File: src/rtl/wb_arb_pkg.sv
// Shared types and constants for the three-way Wishbone memory arbiter.
package wb_arb_pkg;

    localparam int NUM_M = 3;

    typedef enum logic [1:0] {
        ST_IDLE  = 2'd0,
        ST_ISSUE = 2'd1,
        ST_WAIT  = 2'd2
    } arb_state_t;

    // Bits needed for a WAIT-cycle counter that must reach the value t.
    function automatic int cnt_width(input int t);
        return $clog2(t + 1);
    endfunction

endpackage

File: src/rtl/rr_pick.sv
// Combinational round-robin picker: searches from last+1 (mod 3) for the
// first active request and returns it one-hot.
module rr_pick
    import wb_arb_pkg::*;
(
    input  logic [2:0] i_req,
    input  logic [1:0] i_last,
    output logic [2:0] o_grant,
    output logic       o_valid
);

    int w_idx;

    // Walk the three candidates in rotated order; first requester wins.
    always_comb begin
        o_grant = '0;
        o_valid = 1'b0;
        w_idx   = 0;
        for (int k = 1; k <= NUM_M; k++) begin
            w_idx = (int'(i_last) + k) % NUM_M;
            if (!o_valid && i_req[w_idx]) begin
                o_grant[w_idx] = 1'b1;
                o_valid        = 1'b1;
            end
        end
    end

endmodule

File: src/rtl/wb_mem_arbiter.sv
// Round-robin arbiter sharing one registered-ack memory port between three
// Wishbone masters, one single-beat transaction at a time, with a bounded
// wait for the slave before an error is returned to the owner.
//
// state | meaning
// IDLE  | no owner; arbitrate among pending requests
// ISSUE | strobe the memory for one cycle on behalf of the owner
// WAIT  | hold cyc, wait for ack/err/timeout or an owner abort
module wb_mem_arbiter
    import wb_arb_pkg::*;
#(
    parameter int TIMEOUT = 15
) (
    input  logic             port0_wb_clk_i,
    input  logic             port0_wb_rst_i,
    input  logic [2:0]       m_cyc_i,
    input  logic [2:0]       m_stb_i,
    input  logic [2:0]       m_we_i,
    input  logic [2:0][31:0] m_adr_i,
    input  logic [2:0][31:0] m_dat_i,
    input  logic [2:0][3:0]  m_sel_i,
    output logic [2:0]       m_ack_o,
    output logic [2:0]       m_err_o,
    output logic [2:0]       m_stall_o,
    output logic [31:0]      m_dat_o,
    output logic             s_cyc_o,
    output logic             s_stb_o,
    output logic             s_we_o,
    output logic [31:0]      s_adr_o,
    output logic [31:0]      s_dat_o,
    output logic [3:0]       s_sel_o,
    input  logic             s_ack_i,
    input  logic             s_err_i,
    input  logic [31:0]      s_dat_i,
    output logic [2:0]       grant_o
);

    localparam int CW = cnt_width(TIMEOUT);

    arb_state_t    r_state;
    arb_state_t    w_next;
    logic [2:0]    r_grant;
    logic [1:0]    r_last;
    logic [CW-1:0] r_cnt;

    logic [2:0]    w_req;
    logic [2:0]    w_pick;
    logic          w_pick_valid;
    logic          w_own_cyc;
    logic          w_done;
    logic [1:0]    w_gidx;

    assign w_req     = m_cyc_i & m_stb_i;
    assign w_own_cyc = |(r_grant & m_cyc_i);
    assign w_gidx    = r_grant[2] ? 2'd2 : (r_grant[1] ? 2'd1 : 2'd0);
    assign m_dat_o   = s_dat_i;
    assign grant_o   = r_grant;

    rr_pick u_rr_pick (
        .i_req   (w_req),
        .i_last  (r_last),
        .o_grant (w_pick),
        .o_valid (w_pick_valid)
    );

    // State register.
    always_ff @(posedge port0_wb_clk_i or posedge port0_wb_rst_i) begin
        if (port0_wb_rst_i) r_state <= ST_IDLE;
        else                r_state <= w_next;
    end

    // Next state and handshake outputs; an owner abort beats any slave reply.
    always_comb begin
        w_next  = r_state;
        w_done  = 1'b0;
        s_cyc_o = 1'b0;
        s_stb_o = 1'b0;
        m_ack_o = '0;
        m_err_o = '0;
        case (r_state)
            ST_IDLE: begin
                if (w_pick_valid) w_next = ST_ISSUE;
            end
            ST_ISSUE: begin
                if (!w_own_cyc) begin
                    w_done = 1'b1;
                end else begin
                    s_cyc_o = 1'b1;
                    s_stb_o = 1'b1;
                    w_next  = ST_WAIT;
                end
            end
            ST_WAIT: begin
                if (!w_own_cyc) begin
                    w_done = 1'b1;
                end else begin
                    s_cyc_o = 1'b1;
                    if (s_err_i) begin
                        m_err_o = r_grant;
                        w_done  = 1'b1;
                    end else if (s_ack_i) begin
                        m_ack_o = r_grant;
                        w_done  = 1'b1;
                    end else if (r_cnt == CW'(TIMEOUT)) begin
                        m_err_o = r_grant;
                        w_done  = 1'b1;
                    end
                end
            end
            default: w_next = ST_IDLE;
        endcase
        if (w_done) w_next = ST_IDLE;
    end

    // Owner, last-served and WAIT-cycle counter registers.
    always_ff @(posedge port0_wb_clk_i or posedge port0_wb_rst_i) begin
        if (port0_wb_rst_i) begin
            r_grant <= '0;
            r_last  <= 2'd2;
            r_cnt   <= '0;
        end else begin
            if (r_state == ST_IDLE && w_pick_valid) begin
                r_grant <= w_pick;
            end else if (w_done) begin
                r_grant <= '0;
                r_last  <= w_gidx;
            end
            if (r_state == ST_ISSUE || w_done) r_cnt <= '0;
            else if (r_state == ST_WAIT)       r_cnt <= r_cnt + 1'b1;
        end
    end

    // Forward the owner's request fields; zero when nobody owns the bus.
    always_comb begin
        s_we_o    = 1'b0;
        s_adr_o   = '0;
        s_dat_o   = '0;
        s_sel_o   = '0;
        m_stall_o = 3'b111;
        for (int i = 0; i < NUM_M; i++) begin
            if (r_grant[i]) begin
                s_we_o  = m_we_i[i];
                s_adr_o = m_adr_i[i];
                s_dat_o = m_dat_i[i];
                s_sel_o = m_sel_i[i];
                if (r_state == ST_ISSUE) m_stall_o[i] = 1'b0;
            end
        end
    end

endmodule

File: config.mk
export PLATFORM = sky130hd
export DESIGN_NAME = wb_mem_arbiter
export DESIGN_NICKNAME = d
export VERILOG_FILES = /design/src/rtl/wb_arb_pkg.sv /design/src/rtl/rr_pick.sv /design/src/rtl/wb_mem_arbiter.sv
export SDC_FILE = /design/constraint.sdc
export NUM_CORES = 1
export LEC_CHECK = 0
export ABC_AREA = 0
export CAP_MARGIN = 20
export CORE_AREA = 5 5 140 142
export CTS_BUF_LIST = sky130_fd_sc_hd__clkbuf_8
export CTS_CLUSTER_SIZE = 10
export DETAILED_ROUTE_END_ITERATION = 10
export DIE_AREA = 0 0 145 147
export DONT_BUFFER_PORTS = 1
export PLACE_DENSITY = 0.33
export SLEW_MARGIN = 20
export SYNTH_ARGS = -nofsm -noshare
export SYNTH_HDL_FRONTEND = slang
export SYNTH_SLANG_ARGS = --single-unit
File: constraint.sdc
create_clock -name port0_wb_clk_i -period 2.35 [get_ports port0_wb_clk_i]
set_clock_uncertainty 0.1 [all_clocks]
set_input_delay 0.3525 -clock port0_wb_clk_i [delete_from_list [all_inputs] [get_ports port0_wb_clk_i]]
set_output_delay 0.3525 -clock port0_wb_clk_i [all_outputs]
set_load 0.02 [all_outputs]
==> results of run 1 <==
-- worst max-delay path, stage by stage, from the launching register on --
cell and delay (ps):
dfrtp_2 410, buf_4 370, a22oi_1 140, o21ai_0 380, buf_4 230
-- power breakdown --
part / switching [mW] / leakage (nW) / internal [mW]
Sequential: 0.0938 / 0.134 / 0.296
Clock: 0.0734 / 0.0269 / 0.115
Combinational: 3.11 / 1.12 / 1.89
Total: 3.27 / 1.28 / 2.30
-- layout make-up --
| cell class | instances | share of cell area, % |
|---|---|---|
| multi-input combinational | 304 | 57.0 |
| timing repair buffer | 85 | 22.1 |
| tap | 234 | 9.26 |
| sequential | 11 | 8.90 |
| clock buffer | 3 | 1.31 |
| inverter | 10 | 1.19 |
| clock inverter | 1 | 0.119 |
| antenna | 1 | 0.0791 |
-- logic make-up (layout without fill, tap and decap cells) --
group	count (synthesis)	count (layout)
multiplexers	4	4
other	0	1
buffers and inverters	78	99
flip-flops	11	11
AO/OA/AOI/OAI	176	176
AND/OR/NAND/NOR	115	115
adder cells (fa/ha/maj)	9	9
-- sequential cells by signal (all words and copies together), names as in the netlist --
register / flops
grant_o: 3
r_cnt: 4
r_state: 2
r_last: 2
-- layer usage --
metal  global-route usage [%]  wire length, um
met4                     3.34              407
met5                        0                0
met2                     18.1             6560
met3                     5.61             1730
met1                     12.6             5190
-- Yosys cell counts (all sizes together) --
master   number  area (um2)
a311o         2        20.0
a2111oi       1        15.0
nand3         5        25.0
a21o          2        15.0
a32oi         3        26.3
mux2i         3        30.0
and2b         1        7.51
o311a         1        10.0
buf          40         284
nor2b         1        6.26
nand2b        5        31.3
a222oi        1        10.0
clkbuf       28         105
o221ai        1        8.76
o22ai         4        25.0
nor3b         2        15.0
a31oi         2        12.5
nor2          7        26.3
dfstp         1        26.3
a21oi         5        25.0
o21a          1        7.51
and2          7        43.8
o31ai         1        7.51
o211ai        2        15.0
a211o         1        8.76
nand3b        3        22.5
dfrtp        10         250
inv          10        37.5
nand2        81         304
o21ai        79         395
ha            9         113
mux2          1        15.0
and3          2        12.5
and3b         1        10.0
a22oi        70         526
-- final timing paths --
kind                                start           to  slack, ps
max                            grant_o[1]  s_adr_o[29]        100
min                            m_cyc_i[1]   grant_o[1]        190
max reg2reg                     r_last[1]    r_last[1]        130
min reg2reg                      r_cnt[1]     r_cnt[1]        460
max in group asynchronous  port0_wb_rst_i   grant_o[2]       1290
min in group asynchronous  port0_wb_rst_i     r_cnt[2]        490
-- per-stage QoR --
step,hold WS [ps],power (mW),cells,area (um2)
after floorplan,104,3.46,393,2490
after global placement,187,5.29,641,3060
after detailed placement,190,5.33,641,3060
after CTS,187,5.55,646,3120
after global routing,177,6.09,649,3160
final,192,5.58,649,3160
-- repair_timing --
item / 4_1_cts / 5_1_grt
gates resized for setup: 0 / 6
endpoints found under the setup margin: 0 / 20
hold buffers: 1 / 0
endpoints found under the hold margin: 10 / 0
buffers inserted: 0 / 1
==> results by group, run 1 <==
Yosys
  • YS warnings: 0
  • Synth Area in Adders: 4.52%
  • Post-synthesis mux area share: 1.81%
  • Cell variety after synth: 38
  • Post-synthesis compound-gate area fraction: 45.2%
  • Main combinational cell family by area after synthesis: compound AO/OA/AOI/OAI gates
  • Register area share after synthesis: 11.1%
  • Mapped Cells: 393
  • Post-Synthesis Cell Area: 0.00249 mm2
  • Seq cells post-synth: 11
  • Synth Area in Simple Gates: 20.2%
  • Synth Net Count: 651
  • Post-synthesis xor/xnor area fraction: 0%
  • Post-synthesis area per instance: 6.34 um2

Placement
  • Routability cong.: 0.889
  • Pre-CTS setup slack: 105 ps
  • IO buf count: 0
  • Dpl hpwl: 11.9 mm

GRT
  • Number of global-route vias before repair: 2929
  • Largest net degree at the start of global routing: 86
  • Global-route wire length before repair: 18.8 mm
  • Grt ovf: 0
  • Initial antenna violation count: 1
  • GRT Overall Usage: 11.1%

Clock tree
  • CTS H-tree depth: 1
  • Clock-pin transition on the worst setup and hold timing paths: 50 ps
  • CTS Buf Count: 3
  • Worst-skew pair later-pin latency: 240 ps
  • Root Driver: clkbuf_8
  • Total clock sinks: 11
  • Clock tree buffer depth: 2
  • CTS tree: yes

Floorplanning
  • DIE HEIGHT: 147 um
  • FP Rows: 50
  • Die area: 0.0213 mm2
  • Horiz. Die Dim: 145 um
  • I/O pin cnt: 364
  • Initial Util: 13.6%
  • CORE AREA: 0.0183 mm2

Layout
  • Fillcell total: 2091
  • Most frequent cells in the layout: nand2_1 (81), buf_4 (79), o21ai_0 (76)
  • Area Overhead vs Synth: 26.9%
  • Sequential Area: 282 um2
  • Commonest non-fill, non-tap cell in the layout: nand2_1
  • Multi-input logic area: 0.00180 mm2
  • Final Net Count: 673
  • Util after Layout: 17.3%
  • Share of layout cells above drive strength 1: 23.2%

Outcome
  • Outcome: finished, final reports clean

Worst setup path
  • Worst Setup Start Kind: register
  • Crit Path Max Fanout: 33
  • Critical Path AT: 1800 ps
  • FF-to-FF path depth: 7
  • Required time of the critical path: 1900 ps
  • Setup Crit Path Kind: register to output pin
  • Setup crit end kind: output pin

Timing
  • Post-layout min period: 2250 ps
  • Total negative setup slack: 0 ps
  • Fmax achieved: 444 MHz
  • Fin worst setup slack: 97.0 ps
  • Worst Tran Pin Value: 518 ps
  • Post-route clock period utilization: 95.9%
  • Fin. max-slew vios: 0
  • Max-Slew Margin vs Limit: 65.5%
  • Final count of negative-setup-slack endpoints: 0
  • RSZ-0062 raised after global routing: no
  • Final Hold Viols: 0

Power and ir drop
  • Lkg Pwr: 1.28 nW
  • Power density over the cells: 1760 mW/mm2
  • Peak supply drop: 0.561 mV

Hold path
  • Worst hold path cell count: 2
  • Hold crit path type: input pin to register

Route
  • Via Count: 3148
  • Routed WL: 13.9 mm
  • Pre-Repair DR Iteration Count: 5
  • DR WL/cell: 21.4 um
  • Vias/cell: 4.85
  • Starting DRT DRC Count: 168
  • DRC viols: 0
  • Routed Antenna Nets: 0

Job
  • Max cap viols: 0
Note: power is estimated with default switching activity, not from simulation.
==> run 2: changes to the inputs <==
Settings changed: CTS_BUF_LIST sky130_fd_sc_hd__clkbuf_8 to not set.
==> results by group, run 2 (synthesis results as in run 1) <==
Outcome
  • Outcome: finished, final reports clean

Layout
  • Largest register by flop count: r_cnt
  • Area Overhead vs Synth: 28.3%
  • Share of layout cells above drive strength 1: 23.2%
  • Final Net Count: 673
  • Commonest non-fill, non-tap cell in the layout: nand2_1
  • Max reg flops: 4
  • Fillcell total: 2086
  • Sequential Area: 282 um2
  • Multi-input logic area: 0.00180 mm2
  • Most frequent cells in the layout: nand2_1 (81), buf_4 (79), o21ai_0 (76)

Placement
  • Dpl hpwl: 11.9 mm
  • Routability cong.: 0.889
  • Pre-CTS setup slack: 105 ps
  • IO buf count: 0

Floorplanning
  • CORE AREA: 0.0183 mm2
  • DIE HEIGHT: 147 um
  • Die area: 0.0213 mm2
  • Horiz. Die Dim: 145 um
  • FP Rows: 50
  • I/O pin cnt: 364
  • Initial Util: 13.6%

Timing
  • Fin worst setup slack: 103 ps
  • Fmax achieved: 445 MHz
  • Fin. max-slew vios: 0
  • RSZ-0062 raised after global routing: no
  • Post-layout min period: 2250 ps
  • Max-Slew Margin vs Limit: 65.2%
  • Worst Tran Pin Value: 521 ps
  • Final Hold Viols: 0
  • Post-route clock period utilization: 95.6%
  • Total negative setup slack: 0 ps
  • Final count of negative-setup-slack endpoints: 0

Clock tree
  • Root Driver: clkbuf_16
  • CTS tree: yes
  • Worst-skew pair later-pin latency: 240 ps
  • CTS Buf Count: 3
  • Total clock sinks: 11
  • Clock tree buffer depth: 2
  • Clock-pin transition on the worst setup and hold timing paths: 40 ps
  • CTS H-tree depth: 1

Worst setup path
  • Crit Path Max Fanout: 33
  • FF-to-FF setup slack: 140 ps
  • Worst Setup Start Kind: register
  • FF-to-FF path depth: 7
  • Critical R2R Capture: r_last[1]
  • Required time of the critical path: 1900 ps
  • Critical Path AT: 1790 ps
  • Setup Crit Path Kind: register to output pin
  • Setup crit end kind: output pin
  • Launch point of the worst reg-to-reg path: r_last[1]

GRT
  • Largest net degree at the start of global routing: 86
  • GRT Overall Usage: 11.1%
  • Grt ovf: 0
  • Initial antenna violation count: 1
  • Global-route wire length before repair: 18.8 mm
  • Number of global-route vias before repair: 2930

Route
  • Routed Antenna Nets: 0
  • DR WL/cell: 21.3 um
  • Via Count: 3121
  • Vias/cell: 4.81
  • Pre-Repair DR Iteration Count: 5
  • Starting DRT DRC Count: 181
  • Routed WL: 13.9 mm
  • DRC viols: 0

Job
  • Max cap viols: 0

Power and ir drop
  • Lkg Pwr: 1.29 nW
  • Peak supply drop: 0.557 mV
  • Power density over the cells: 1780 mW/mm2

Hold path
  • Worst hold path cell count: 2
  • Min-delay src: m_cyc_i[1]
  • Hold crit path type: input pin to register
  • Hold endpoint: grant_o[1]
## run 2: area by class of cell
class / instances / share of cell area, %
repair buffers: 85 / 21.9
multi-input cells: 304 / 56.4
inverters: 10 / 1.17
diodes: 1 / 0.0783
flip-flops and latches: 11 / 8.81
well taps: 234 / 9.16
clock buffers: 4 / 2.47
## run 2: worst max path at each step
stage | from | endpoint | slack [ps] | depth (start not counted)
6_report | grant_o[1] | s_adr_o[29] | 100 | 4
5_1_grt | grant_o[1] | s_sel_o[3] | 10 | 4
4_1_cts | grant_o[0] | s_sel_o[2] | 40 | 6
3_5_place_dp | r_last[1] | r_last[1] | 110 | 6
3_3_place_gp | r_last[1] | r_last[1] | 110 | 6
2_1_floorplan | grant_o[0] | s_adr_o[16] | 3 | 6
## run 2: critical path: stages (launching register included)
cell and delay (ps):
dfrtp_2 410, buf_4 370, a22oi_1 140, o21ai_0 380
buf_4 230
## run 2: what timing repair did
item | in CTS | in global routing
endpoints found under the hold margin | 10 | 0
hold buffers | 1 | 0
buffers inserted | 0 | 1
setup endpoints to repair | 0 | 17
resized for setup | 0 | 6
## run 2: power breakdown
part,switching (mW),leakage [nW],internal (mW)
Clock,0.0842,0.0382,0.228
Sequential,0.0936,0.134,0.297
Combinational,3.10,1.12,1.89
Total,3.28,1.29,2.42
## run 2: layer usage
metal	vias to the layer above	global-route usage (%)	wire, um
met2	235	18.1	6570
met3	22	5.61	1700
met4	0	3.34	402
li1	1442	-	-
met5	-	0	0
met1	1422	12.6	5180
## run 2: through the flow
stage               instances  utilization [%]  total power, mW  instance area [um2]  hold slack (ps)
floorplan                 393                -             3.46                 2490              104
detailed placement        641             16.7             5.33                 3060              190
global route              649             17.4             6.21                 3200              184
CTS                       646             17.2             5.68                 3150              193
finish                    649             17.4             5.69                 3200              193
global placement          641             16.7             5.29                 3060              187
